$ cat config.mk
export PLATFORM = sky130hd
export DESIGN_NAME = noc_axilite_req_arbiter
export DESIGN_NICKNAME = d
export VERILOG_FILES = /design/src/rtl/noc_axilite_req_arbiter.sv
export SDC_FILE = /design/constraint.sdc
export NUM_CORES = 1
export LEC_CHECK = 0
export ABC_CLOCK_PERIOD_IN_PS = 2610
export BUFFER_PORTS_ARGS = -buffer_cell sky130_fd_sc_hd__buf_2
export CORE_ASPECT_RATIO = 0.75
export CORE_MARGIN = 1.5
export CORE_UTILIZATION = 35
export DETAILED_ROUTE_END_ITERATION = 12
export PLACE_DENSITY = 0.77
export SYNTH_ARGS = -nofsm -noshare
export SYNTH_HDL_FRONTEND = slang
export SYNTH_SLANG_ARGS = --single-unit
export TNS_END_PERCENT = 10
$ cat constraint.sdc
create_clock -name clk -period 2.61 [get_ports clk]
set_input_delay 0.522 -clock clk [delete_from_list [all_inputs] [get_ports clk]]
set_output_delay 0.522 -clock clk [all_outputs]
set_load 0.1 [all_outputs]
$ cat src/rtl/noc_axilite_req_arbiter.sv
// -----------------------------------------------------------------------------
// noc_axilite_req_arbiter
//
// Lets the AXI-lite load and store request engines share one NoC request
// output. Arbitration is packet-granular and round-robin. After a header
// handshakes, its class owns the output until the last payload flit has been
// sent. Each class has an outstanding-packet credit counter capped at
// MAX_OUTST. The counter goes up on every header handshake and comes down on
// the completion pulses from the response block.
//
// Ports
//   clk, rst_n                     clock, synchronous active-low reset
//   ld_valid_in/ld_data_in         load engine flit stream (first flit = header)
//   ld_ready_out                   load flit accepted on valid && ready
//   st_valid_in/st_data_in         store engine flit stream
//   st_ready_out                   store flit accepted on valid && ready
//   noc_valid_out/noc_data_out     muxed flit stream toward the NoC
//   noc_ready_in                   NoC back-pressure
//   ld_resp_done/st_resp_done      1-cycle pulses: one ACK delivered, credit back
//   ld_outst/st_outst              in-flight packet counts per class
//   owner                          00 idle, 01 load, 10 store
//   err_underflow                  sticky: completion seen with counter at 0
// -----------------------------------------------------------------------------
module noc_axilite_req_arbiter #(
    parameter int NOC_DW      = 64,
    parameter int MSG_LEN_LSB = 22,   // LSB of the header payload-length field
    parameter int MSG_LEN_W   = 8,    // width of the header payload-length field
    parameter int MAX_OUTST   = 4,
    parameter int CNT_W       = 3
) (
    input  logic              clk,
    input  logic              rst_n,
    input  logic              ld_valid_in,
    input  logic [NOC_DW-1:0] ld_data_in,
    output logic              ld_ready_out,
    input  logic              st_valid_in,
    input  logic [NOC_DW-1:0] st_data_in,
    output logic              st_ready_out,
    output logic              noc_valid_out,
    output logic [NOC_DW-1:0] noc_data_out,
    input  logic              noc_ready_in,
    input  logic              ld_resp_done,
    input  logic              st_resp_done,
    output logic [CNT_W-1:0]  ld_outst,
    output logic [CNT_W-1:0]  st_outst,
    output logic [1:0]        owner,
    output logic              err_underflow
);

    typedef enum logic [1:0] {
        S_IDLE      = 2'd0,
        S_LOAD_PKT  = 2'd1,
        S_STORE_PKT = 2'd2
    } state_t;

    state_t               state_q, state_d;
    logic                 rr_st_q, rr_st_d;       // 1: store wins the next tie
    logic [MSG_LEN_W-1:0] flit_cnt_q, flit_cnt_d;
    logic [MSG_LEN_W-1:0] len_q, len_d;
    logic                 err_q, err_d;

    // Per-class vectors, index 0 = load, index 1 = store.
    logic [1:0]           valid_c, elig_c, inc_c, dec_c, uflow_c;
    logic                 grant_ld, grant_st, sel_ld, sel_st;
    logic                 flit_hs, hdr_hs;
    logic [MSG_LEN_W-1:0] hdr_len;

    assign valid_c = {st_valid_in, ld_valid_in};
    assign dec_c   = {st_resp_done, ld_resp_done};

    // Credit counters. A simultaneous grant and completion cancel out. A
    // completion at zero leaves the counter at zero and raises the error.
    genvar gi;
    generate
        for (gi = 0; gi < 2; gi++) begin : g_cred
            logic [CNT_W-1:0] cnt_q, cnt_d;

            assign elig_c[gi]  = valid_c[gi] && (cnt_q < CNT_W'(MAX_OUTST));
            assign uflow_c[gi] = dec_c[gi] && !inc_c[gi] && (cnt_q == '0);

            always_comb begin
                cnt_d = cnt_q;
                if (inc_c[gi] && !dec_c[gi]) begin
                    cnt_d = cnt_q + CNT_W'(1);
                end else if (dec_c[gi] && !inc_c[gi] && (cnt_q != '0)) begin
                    cnt_d = cnt_q - CNT_W'(1);
                end
            end

            always_ff @(posedge clk) begin
                if (!rst_n) begin
                    cnt_q <= '0;
                end else begin
                    cnt_q <= cnt_d;
                end
            end
        end
    endgenerate

    assign ld_outst      = g_cred[0].cnt_q;
    assign st_outst      = g_cred[1].cnt_q;
    assign err_underflow = err_q;
    assign err_d         = err_q | (|uflow_c);

    // The IDLE grant is purely combinational. It is not latched, so an offered
    // header that does not handshake is arbitrated again next cycle.
    always_comb begin
        grant_ld = 1'b0;
        grant_st = 1'b0;
        if (state_q == S_IDLE) begin
            if (elig_c[0] && elig_c[1]) begin
                grant_ld = !rr_st_q;
                grant_st = rr_st_q;
            end else begin
                grant_ld = elig_c[0];
                grant_st = elig_c[1];
            end
        end
    end

    // Output process: zero-latency mux from the selected engine.
    always_comb begin
        sel_ld        = (state_q == S_LOAD_PKT)  || grant_ld;
        sel_st        = (state_q == S_STORE_PKT) || grant_st;
        noc_valid_out = (sel_ld && ld_valid_in) || (sel_st && st_valid_in);
        noc_data_out  = '0;
        if (sel_ld) begin
            noc_data_out = ld_data_in;
        end else if (sel_st) begin
            noc_data_out = st_data_in;
        end
        ld_ready_out  = sel_ld && noc_ready_in;
        st_ready_out  = sel_st && noc_ready_in;
        owner         = {sel_st, sel_ld};
    end

    assign flit_hs = noc_valid_out && noc_ready_in;
    assign hdr_hs  = (state_q == S_IDLE) && flit_hs;
    assign hdr_len = noc_data_out[MSG_LEN_LSB +: MSG_LEN_W];
    assign inc_c   = {hdr_hs && sel_st, hdr_hs && sel_ld};

    // Next-state process.
    always_comb begin
        state_d    = state_q;
        rr_st_d    = rr_st_q;
        flit_cnt_d = flit_cnt_q;
        len_d      = len_q;
        case (state_q)
            S_IDLE: begin
                if (hdr_hs) begin
                    rr_st_d    = sel_ld;
                    len_d      = hdr_len;
                    flit_cnt_d = '0;
                    // A header-only packet releases the output immediately.
                    if (hdr_len != '0) begin
                        state_d = sel_ld ? S_LOAD_PKT : S_STORE_PKT;
                    end
                end
            end
            S_LOAD_PKT, S_STORE_PKT: begin
                if (flit_hs) begin
                    if (flit_cnt_q == len_q - MSG_LEN_W'(1)) begin
                        state_d    = S_IDLE;
                        flit_cnt_d = '0;
                    end else begin
                        flit_cnt_d = flit_cnt_q + MSG_LEN_W'(1);
                    end
                end
            end
            default: state_d = S_IDLE;
        endcase
    end

    // State register.
    always_ff @(posedge clk) begin
        if (!rst_n) begin
            state_q    <= S_IDLE;
            rr_st_q    <= 1'b0;
            flit_cnt_q <= '0;
            len_q      <= '0;
            err_q      <= 1'b0;
        end else begin
            state_q    <= state_d;
            rr_st_q    <= rr_st_d;
            flit_cnt_q <= flit_cnt_d;
            len_q      <= len_d;
            err_q      <= err_d;
        end
    end

endmodule
==> impl_metrics.ini <==
[logic_synthesis]
yosys_warnings = 0
syn_area_mm2 = 0.00243
avgSynthCellArea_um2 = 8.03
yosysTopAreaCell = a22o_1
synthArstFlopShare_pct = 0
synth_top_area_share_pct = 23.1
ys_ff_latch = 26
synthTopCellsByArea = a22o_1 (23%), dfxtp_1 (21%), mux2i_1 (4.5%)
ys_seq_area_share_pct = 21.5
mappedNetlistNets = 444
synth_edf_count = 0
synth_cell_types = 49
synth_ff_type = dfxtp_1
synth_cells = 302

[route]
drt-total-wl_um = 17800
drc = 0
antenna_left = 0
avgViaCountPerCell = 6.65
routedWlPerCell_um = 28.5
drtPass1Iterations = 7
drt_iter0_drc = 557
vias = 4156

[flow_run]
max_cap_violations = 0

[floorplanning]
initial_utilization_pct = 35.9
die_w_um = 99.1
num_io_pins = 211
die_h_um = 75.1
design.core.area_mm2 = 0.00677
rows = 26
dieArea_mm2 = 0.00745

[finish]
final_common_cell = buf_2
drive_gt1_share_pct = 65.5
stdcell_area_mm2 = 0.00578
area_growth_pct = 138
layout_common_cells = buf_2 (142), buf_12 (77), a22o_4 (64), nand2_1 (25)
fillerInstances = 281
final_nets = 674

[sta]
hold_viol_final = 0
maxSlewViolCount = 0
rsz0062_at_grt = true
setup_ws_ns = -0.190
setup_tns_ns = -11.29
min_period_ns = 2.80
fin_skew_ns = 0.00876
finalSetupViolations = 72
slew_headroom_pct = 44.4
fmax_mhz = 357
worstMarginPinSlew_ns = 0.831
fin_crit_sh_pct = 107

[worst_setup_path]
critPathSlowestCell = dfxtp_2
path_max_fanout = 15
arrival_ns = 2.28
path_buf_inv = 6
cp.required_ns = 2.09
critPathLaunchType = register
crit_chain = inv_2 -> ha_4 -> and3b_2 -> a21oi_4 -> inv_4 -> buf_12 -> nor2_4 -> buf_12 -> buf_12 -> a22o_4 -> buf_12
critPathCaptureType = primary output
path_class = reg2out
cpLargestDelayFamily = buffers and inverters
cpMostUsedCell = buf_12
slowest_delay_ns = 0.36

[outcome]
status = finished with violations
violations = setup timing

[place]
dp.final_hpwl_um = 9960
io_buffers = 210
gp_congestion = 1.00
dpl-instance-area_mm2 = 0.00512

[clock_tree]
clock_latency_ns = 0.29
cts_max_level = 1
cts_root_buf = clkbuf_8
clk_pin_slew_worst_paths_ns = 0.10
ctsHoldBuffers = 0
cts_tree = yes
clock-sinks = 26
cts_max_path_buffers = 2
cts_buffers = 3

[global_route]
grt_pass1_vias = 3872
grt.total_usage_pct = 38.9
grt_pass1_wl_um = 22000
grt_max_degree = 19
antenna_found_initial = 9
grt_overflow = 0

[hold_path]
hold_path.class = reg2reg
logic make-up after synthesis:
kind of cell,share of synthesized area (%)
DFF,21.5
adders and majority gates,4.23
buffers and inverters,6.24
xor gates and xnor gates,3.97
and+or+nand+nor,24.2
AOI/OAI and AO/OA,34.9
muxes,5.00
final timing paths:
| check | from | end | slack, ns | depth (start not counted) |
|---|---|---|---|---|
| max | state_q[1]$_SDFFE_PN0P_ | noc_data_out[59] | -0.19 | 11 |
| min | err_underflow$_SDFF_PN0_ | err_underflow$_SDFF_PN0_ | 0.52 | 1 |
| max reg2reg | len_q[0]$_SDFFE_PN0P_ | state_q[0]$_SDFFE_PN0P_ | -0.19 | 9 |
| min reg2reg | err_underflow$_SDFF_PN0_ | err_underflow$_SDFF_PN0_ | 0.52 | 1 |
Yosys cell counts (5+ instances only):
cell type	count
nor3_1	7
a31oi_1	7
dfxtp_1	26
nand3_1	5
nor2b_1	6
nand2_1	25
mux2i_1	11
a21oi_1	15
inv_1	7
nand4_1	10
clkbuf_1	16
nand2b_1	8
nor2_1	20
buf_2	7
a22o_1	64
ha_1	5
xnor2_1	10
per-stage QoR:
| step | setup slack (ns) | cells | hold slack (ns) | util (%) |
|---|---|---|---|---|
| after floorplan | -0.158 | 302 | 0.451 | - |
| after global placement | 0.0645 | 589 | 0.461 | 75.7 |
| after detailed placement | -0.0511 | 589 | 0.470 | 75.7 |
| after CTS | -0.121 | 613 | 0.502 | 83.4 |
| after global routing | -0.246 | 625 | 0.535 | 85.4 |
| final | -0.190 | 625 | 0.519 | 85.4 |
registers in the layout, summed over array words and instances (netlist names):
name           count
state_q            2
flit_cnt_q         8
st_outst           3
err_underflow      1
len_q              8
ld_outst           3
rr_st_q            1
layer usage:
layer / up-vias / GRT usage, % / part of all wire [%]
li1: 1627 / - / -
met1: 1935 / 44.8 / 32
met2: 435 / 70.1 / 47
met3: 159 / 6.87 / 12
met4: 0 / 22.4 / 9.8
met5: - / 0 / 0
timing repair:
| action | in CTS | in global routing |
|---|---|---|
| buffers inserted | 16 | 1 |
| gates cloned | 4 | 1 |
| pin swaps | 37 | 1 |
| resized for setup | 41 | 13 |
| setup endpoints to repair | 68 | 80 |
cell type report:
type | count | area [um2] | share of cell area, %
Inverter | 11 | 43.8 | 0.757
Sequential cell | 26 | 526 | 9.09
Clock buffer | 4 | 55.1 | 0.952
Tap cell | 84 | 105 | 1.82
Antenna cell | 10 | 25.0 | 0.433
Timing Repair Buffer | 250 | 2620 | 45.3
Multi-Input combinational cell | 240 | 2410 | 41.7
Power is left out: the tool's default activity adds up to more than one toggle a clock period on the data nets, which glitch-free logic cannot reach.
